==> src/rtl/alu_4bit_if.sv <==
// rtl/alu_4bit_if.sv - operand/result bundle for the registered ALU
//
// Purpose: groups the ALU request (valid, operands, opcode, carry-in) and
// the registered response (result, flags, valid) into one connection.
// Ports (signals):
//   in_valid, operand1[WIDTH], operand2[WIDTH], opcode[3], cin  : request
//   result[WIDTH], cout, zero, overflow, out_valid              : response
// Modports: master drives the request, slave (the ALU) drives the response.
interface alu_4bit_if #(
    parameter int WIDTH = 4
);
    logic             in_valid;
    logic [WIDTH-1:0] operand1;
    logic [WIDTH-1:0] operand2;
    logic [2:0]       opcode;
    logic             cin;
    logic [WIDTH-1:0] result;
    logic             cout;
    logic             zero;
    logic             overflow;
    logic             out_valid;

    modport master (
        output in_valid, operand1, operand2, opcode, cin,
        input  result, cout, zero, overflow, out_valid
    );

    modport slave (
        input  in_valid, operand1, operand2, opcode, cin,
        output result, cout, zero, overflow, out_valid
    );
endinterface

==> src/rtl/alu_4bit.sv <==
// rtl/alu_4bit.sv - registered 4-bit ALU execute stage with carry and flags
//
// Purpose: samples operands/opcode/cin when in_valid is high and presents the
// result with carry, zero and overflow flags one clock later.
// Ports:
//   clk    : rising-edge clock
//   rst_n  : asynchronous active-low reset, clears all outputs
//   bus    : alu_4bit_if.slave (request in, registered response out)
// Opcodes: 000 ADD, 001 SUB, 010 AND, 011 OR, 100 XOR, 101 NOT, 110 SHL, 111 SHR
module alu_4bit #(
    parameter int WIDTH = 4
) (
    input  logic        clk,
    input  logic        rst_n,
    alu_4bit_if.slave   bus
);
    localparam logic [2:0] OP_ADD = 3'b000;
    localparam logic [2:0] OP_SUB = 3'b001;
    localparam logic [2:0] OP_AND = 3'b010;
    localparam logic [2:0] OP_OR  = 3'b011;
    localparam logic [2:0] OP_XOR = 3'b100;
    localparam logic [2:0] OP_NOT = 3'b101;
    localparam logic [2:0] OP_SHL = 3'b110;
    localparam logic [2:0] OP_SHR = 3'b111;

    localparam int MSB = WIDTH - 1;

    logic [WIDTH:0]   sum;
    logic [WIDTH-1:0] nxt_result;
    logic             nxt_cout;
    logic             nxt_overflow;

    always_comb begin
        sum          = '0;
        nxt_result   = '0;
        nxt_cout     = 1'b0;
        nxt_overflow = 1'b0;
        case (bus.opcode)
            OP_ADD: begin
                sum          = {1'b0, bus.operand1} + {1'b0, bus.operand2}
                             + {{WIDTH{1'b0}}, bus.cin};
                nxt_result   = sum[WIDTH-1:0];
                nxt_cout     = sum[WIDTH];
                nxt_overflow = (bus.operand1[MSB] == bus.operand2[MSB])
                            && (sum[MSB] != bus.operand1[MSB]);
            end
            OP_SUB: begin
                // a - b - cin as a + ~b + ~cin; carry out of that sum is the
                // inverted borrow (1 = no borrow).
                sum          = {1'b0, bus.operand1} + {1'b0, ~bus.operand2}
                             + {{WIDTH{1'b0}}, ~bus.cin};
                nxt_result   = sum[WIDTH-1:0];
                nxt_cout     = sum[WIDTH];
                nxt_overflow = (bus.operand1[MSB] != bus.operand2[MSB])
                            && (sum[MSB] != bus.operand1[MSB]);
            end
            OP_AND: nxt_result = bus.operand1 & bus.operand2;
            OP_OR:  nxt_result = bus.operand1 | bus.operand2;
            OP_XOR: nxt_result = bus.operand1 ^ bus.operand2;
            OP_NOT: nxt_result = ~bus.operand1;
            OP_SHL: begin
                nxt_result = {bus.operand1[WIDTH-2:0], bus.cin};
                nxt_cout   = bus.operand1[MSB];
            end
            OP_SHR: begin
                nxt_result = {bus.cin, bus.operand1[WIDTH-1:1]};
                nxt_cout   = bus.operand1[0];
            end
            default: begin
                nxt_result = '0;
            end
        endcase
    end

    // Flags and result only move on a valid strobe; out_valid marks the
    // cycle in which they were refreshed.
    always_ff @(posedge clk or negedge rst_n) begin
        if (!rst_n) begin
            bus.result    <= '0;
            bus.cout      <= 1'b0;
            bus.zero      <= 1'b0;
            bus.overflow  <= 1'b0;
            bus.out_valid <= 1'b0;
        end else begin
            bus.out_valid <= bus.in_valid;
            if (bus.in_valid) begin
                bus.result   <= nxt_result;
                bus.cout     <= nxt_cout;
                bus.zero     <= (nxt_result == '0);
                bus.overflow <= nxt_overflow;
            end
        end
    end
endmodule

==> src/flat_wrapper.sv <==
// flat-port wrapper written by rule: the top's interface ports become plain ports
module alu_4bit_flat 
#(
    parameter int WIDTH = 4
)
  (clk, rst_n, bus_in_valid, bus_operand1, bus_operand2, bus_opcode, bus_cin, bus_result, bus_cout, bus_zero, bus_overflow, bus_out_valid);
  alu_4bit_if #(.WIDTH(WIDTH)) bus_i ();
  input  logic clk;
  input  logic rst_n;
  input wire logic [$bits(bus_i.in_valid)-1:0] bus_in_valid;
  input wire logic [$bits(bus_i.operand1)-1:0] bus_operand1;
  input wire logic [$bits(bus_i.operand2)-1:0] bus_operand2;
  input wire logic [$bits(bus_i.opcode)-1:0] bus_opcode;
  input wire logic [$bits(bus_i.cin)-1:0] bus_cin;
  output wire logic [$bits(bus_i.result)-1:0] bus_result;
  output wire logic [$bits(bus_i.cout)-1:0] bus_cout;
  output wire logic [$bits(bus_i.zero)-1:0] bus_zero;
  output wire logic [$bits(bus_i.overflow)-1:0] bus_overflow;
  output wire logic [$bits(bus_i.out_valid)-1:0] bus_out_valid;
  assign bus_i.in_valid = bus_in_valid;
  assign bus_i.operand1 = bus_operand1;
  assign bus_i.operand2 = bus_operand2;
  assign bus_i.opcode = bus_opcode;
  assign bus_i.cin = bus_cin;
  assign bus_result = bus_i.result;
  assign bus_cout = bus_i.cout;
  assign bus_zero = bus_i.zero;
  assign bus_overflow = bus_i.overflow;
  assign bus_out_valid = bus_i.out_valid;
  alu_4bit #(.WIDTH(WIDTH)) u_core (.clk(clk), .rst_n(rst_n), .bus(bus_i));
endmodule
==> config.mk <==
export PLATFORM = sky130hd
export DESIGN_NAME = alu_4bit_flat
export DESIGN_NICKNAME = d
export VERILOG_FILES = /design/src/rtl/alu_4bit_if.sv /design/src/rtl/alu_4bit.sv /design/src/flat_wrapper.sv
export SDC_FILE = /design/constraint.sdc
export NUM_CORES = 1
export LEC_CHECK = 0
export CAP_MARGIN = 25
export CELL_PAD_IN_SITES_DETAIL_PLACEMENT = 1
export CELL_PAD_IN_SITES_GLOBAL_PLACEMENT = 2
export CORE_ASPECT_RATIO = 2
export CORE_UTILIZATION = 36
export CTS_CLUSTER_SIZE = 40
export DETAILED_ROUTE_END_ITERATION = 10
export DONT_BUFFER_PORTS = 1
export GPL_ROUTABILITY_DRIVEN = 0
export PLACE_DENSITY_LB_ADDON = 0.2
export RECOVER_POWER = 25
export SYNTH_ARGS = -nofsm -noshare
export SYNTH_HDL_FRONTEND = slang
export SYNTH_SLANG_ARGS = --single-unit
==> constraint.sdc <==
create_clock -name clk -period 1.9 [get_ports clk]
set_clock_uncertainty 0.15 [all_clocks]
set_input_delay 0.285 -clock clk [delete_from_list [all_inputs] [get_ports clk]]
set_output_delay 0.285 -clock clk [all_outputs]
set_load 0.005 [all_outputs]
[Word level (Yosys, flattened, before mapping)]
Cells that the tools add are included.
Storage, ports and cells
  bits in registers: 8
  word-level logic and storage cells: 33
Operators by class
  bitwise gates (word level): 6
  equal/unequal tests: 11
  reductions and logical operators: 4
  add/subtract/negate cells: 4
  multiplexer cells: 3
Operator list (number)
  case mux 4 bit (8 select lines): 1
  == test 3 bit (second input constant): 4
  adder 4 x 4 -> 5 bit: 2
  adder 5 x 1 -> 5 bit: 2
  NOT 4 bit: 2
  == test 3 x 2 -> 1 bit (second input constant): 2
  AND 4 bit: 1
  logical NOT 4 bit: 1
  OR 4 bit: 1
  case mux 1 bit (4 select lines): 1
  XOR 4 bit: 1
  == test 3 x 1 -> 1 bit (second input constant): 1
  logical NOT 3 bit: 1
  != test 1 bit: 3
  logical AND 1 bit: 2
  case mux 1 bit (2 select lines): 1
  == test 1 bit: 1
  NOT 1 bit: 1

[Longest topological paths before layout]
  depth in word-level cells: 6
  depth in mapped cells: 10

[Least setup slack after synthesis]
Ideal clock, no wire load.
  path type: input to register
  from: input bus_operand1[0]
  to: register u_core.bus.result[2]
  setup time: 125 ps
  path buffers: 0
  cell stages on the path: 7
  data arrival time: 1877 ps
  setup slack: -252 ps
  cells stage by stage: inv_1 -> fa_1 -> fa_1 -> xor2_1 -> o2111ai_1 -> nand4_1 -> mux2_2
Between the ends
  word-level cells in the longest chain between the ends: 3
RTL lines
  start, declared: line flat_wrapper.sv:11  | input wire logic [$bits(bus_i.operand1)-1:0] bus_operand1;
  adder 4 x 4 -> 5 bit (on tied branches): line alu_4bit.sv:50, alu_4bit.sv:40
  adder 5 x 1 -> 5 bit (on tied branches): line alu_4bit.sv:51, alu_4bit.sv:41
  case mux 4 bit (8 select lines) (*): line alu_4bit.sv:38  | case (bus.opcode)
  end signal, assigned: line alu_4bit.sv:87  | bus.result <= nxt_result;
  end, declared: line alu_4bit_if.sv:30  | output result, cout, zero, overflow, out_valid
Every way passes the cells marked *; elsewhere a longest branch is shown, timed or not.
A chain may end at the register's enable or synchronous reset.

[Final worst setup path]
  from: input bus_operand2[0]
  to: register u_core.bus.zero
Between the ends
  word-level cells in the longest chain between the ends: 5
RTL lines
  start, declared: line flat_wrapper.sv:12  | input wire logic [$bits(bus_i.operand2)-1:0] bus_operand2;
  NOT 4 bit: line alu_4bit.sv:50  | sum = {1'b0, bus.operand1} + {1'b0, ~bus.operand2}
  adder 4 x 4 -> 5 bit: line alu_4bit.sv:50
  adder 5 x 1 -> 5 bit: line alu_4bit.sv:51  | + {{WIDTH{1'b0}}, ~bus.cin};
  case mux 4 bit (8 select lines) (*): line alu_4bit.sv:38
  logical NOT 4 bit (*): line alu_4bit.sv:89  | bus.zero <= (nxt_result == '0);
  end signal, assigned: line alu_4bit.sv:89
  end, declared: line alu_4bit_if.sv:30
Marked as above.

==> impl_metrics.tcl <==
set metrics [dict create \
    status "finished, violations left" \
    violations "setup timing" \
    p_int_mw 0.443 \
    final_util_pct 45.6 \
    setup_slack_ns -0.0551 \
    num_vias 828 \
    fin_crit_sh_pct 103 \
    finalCriticalPeriod_ns 1.96 \
    io_pins 23 \
    cts.sink_count 8 \
    cp_max_fo 3 \
    cp.arrival_ns 1.93 \
    grt_overflow 0 \
    die_w_um 39.1 \
    design_area_um2 1170 \
    synthSimpleGateAreaFrac_pct 15.6 \
    hold_path_depth 2 \
    synth_seq_cells 8 \
    synth_fa_ha_area_share_pct 21.9 \
    ir_worst_vdd_mv 0.204 \
    cts_buffer_depth 2 \
    portBuffers 0 \
    grt_pass1_wl_um 4180 \
    cts-root-buf "clkbuf_8" \
    yosysSeqAreaShare_pct 20.2 \
    synth-compound-area-share_pct 19.4 \
    row_count 26 \
    rsz0062_at_grt "true" \
    grt_max_degree 24 \
    first_pass_iters 4 \
    synthXorXnorAreaFrac_pct 4.41 \
    drc 0 \
    syn_inst 113 \
    async_flop_share_pct 100 \
    antennaDiodeCount 0 \
    syn_to_final_growth_pct 18.2 \
    place_ws_ns -0.339 \
    slew_headroom_pct 75.9 \
    p_clk_share_pct 32.2 \
    drt_wl_total_um 2610 \
    start_kind "primary input" \
    grt_pass1_vias 901 \
    antenna_found_initial 0 \
    start_util_pct 38.6 \
    max_freq_ghz 0.511 \
    drtIter0Drc 9 \
    slew_violations 0 \
    synth_ff_type "dfrtp_1" \
    max_slew.worst_pin.slew_ns 0.360 \
    synth_nets 143 \
    synth_top_family_by_area "adder cells" \
    setup_viol 2 \
    maxCapViolations 0 \
    cp-end-kind "flop" \
    hold_path_class "in -> reg" \
    synthMuxAreaShare_pct 9.33 \
    crit_required_ns 1.88 \
    clk_pin_slew_ns 0.04 \
    htree_levels 1 \
    nets 153 \
    viasPerCell 5.56 \
    wire_per_inst_um 17.5 \
    die_area_um2 2980 \
    swShare_pct 28.7 \
    ys_warn_count 0 \
    cts_tree "done" \
    synth_edf_count 0 \
    synth_cell_types 39 \
    dp_hpwl_um 2120 \
    clk_latency_ns 0.23 \
    critPathKind "in -> reg" \
    cts_buffers 3 \
    drive_gt1_share_pct 28.1 \
    timing.hold.ws_ns 0.0602 \
    fp.coreArea_um2 2570 \
    p_switching_mw 0.178 \
    synth_area_um2 992 \
    p_per_area_nw_per_um2 530 \
    leakage_nw 0.504 \
    postRouteAntennaNets 0 \
    comb_power_share_pct 34.7 \
    pwr-share-seq_pct 33.1 \
    syn_area_per_cell_um2 8.78 \
    placed_area_um2 1090 \
    grt_use_total_pct 19.9 \
    fp.dieH_um 76.2 \
    hold_viol_final 0 \
    r2r_cells 2 \
]
==> worst max-delay path: stages <==
cell      delay [ns]
inv_12          0.02
fa_2            0.39
inv_2           0.06
fa_2            0.44
a221oi_2        0.25
a21oi_1         0.06
nor2_1          0.14
nand2_1         0.09
o32ai_2         0.19
==> cell type report <==
cell class,instances,area (um2)
inverter,15,76.3
tap,28,35.0
fill,309,1400
sequential,8,200
multi-input combinational,84,732
timing repair buffer,11,87.6
clock buffer,3,41.3
==> layout by cell type, fill, tap and decap left out, drive strengths merged <==
cell type     n
nor2b         6
nor3          2
fa            4
a31o          1
xnor2         4
a31oi         2
a211oi        1
xor2          1
dlygate4sd3   2
or2           1
nand3         1
a22oi         1
nand4         1
nor2          9
buf           9
nand2         5
a2111oi       1
dfrtp         8
or3           1
nand4b        1
o2111ai       1
ha           11
inv          15
o21ai         6
a221oi        1
nor3b         3
o21ba         1
mux4          2
a21oi         8
clkbuf        3
o21bai        2
mux2i         1
mux2          3
o32ai         1
o211ai        1
o31ai         1
==> cell families (layout without fill, tap and decap cells) <==
logic type	after synthesis	in the layout
mux	6	6
flops	8	8
simple gates	30	30
compound gates	28	28
fa+ha+maj	15	15
xor+xnor	5	5
buf+inv	21	29
==> power by group through the flow <==
stage	clock network (mW)	logic [mW]	registers, mW
2_1_floorplan	0	0.163	0.206
3_3_place_gp	0	0.195	0.208
3_5_place_dp	0	0.204	0.209
4_1_cts	0.200	0.214	0.206
5_1_grt	0.217	0.242	0.211
6_report	0.200	0.216	0.206
==> Yosys cell counts, types with 2 or more instances <==
cell type  count  area share, %
mux2_2         3            3.4
a21oi_1        7            3.5
nand2_1        5            1.9
clkbuf_1       2           0.76
o21bai_1       2            1.5
nor3b_1        3            2.3
inv_1         14            5.3
nor2b_1        6            3.8
nor2_1         9            3.4
dfrtp_1        8             20
xnor2_1        4            3.5
ha_1          11             14
buf_2          3            1.5
fa_1           4            8.1
o21ai_0        6            3.0
nor3_1         2            1.0
a31oi_1        2            1.3
==> final timing paths <==
path                                           start                    to  slack, ns
worst max-delay path                 bus_operand2[0]       u_core.bus.zero      -0.06
worst min-delay path                    bus_in_valid  u_core.bus.result[1]       0.06
worst max register to register   u_core.bus.overflow   u_core.bus.overflow       0.92
worst min register to register  u_core.bus.result[1]  u_core.bus.result[1]       0.38
max in group asynchronous                      rst_n       u_core.bus.zero       1.08
min in group asynchronous                      rst_n  u_core.bus.result[2]       0.26
==> repair_timing <==
action,CTS,global route
endpoints found under the setup margin,4,6
setup buffers,1,0
hold buffers,2,0
endpoints found under the hold margin,12,0
pin swaps,4,4
resized for setup,3,7
==> routing by layer <==
layer,vias up,wire [um],track usage [%]
met2,17,1580,37.2
met1,403,936,20.9
li1,404,-,-
met4,0,29,6.21
met5,-,0,0
met3,4,63,2.04
==> sequential cells by signal, summed over array words and instances, names as in the netlist <==
signal,count
u_core.bus.overflow,1
u_core.bus.result,4
u_core.bus.zero,1
u_core.bus.out_valid,1
u_core.bus.cout,1
==> stage by stage <==
| step | cells | TNS (ns) | power [mW] |
|---|---|---|---|
| 4_1_cts | 149 | -0.124 | 0.621 |
| 3_5_place_dp | 144 | -1.48 | 0.413 |
| 2_1_floorplan | 113 | -0.412 | 0.369 |
| 5_1_grt | 149 | -0.290 | 0.669 |
| 6_report | 149 | -0.0769 | 0.621 |
| 3_3_place_gp | 144 | -1.25 | 0.404 |
Power figures use the tool's default switching activity.
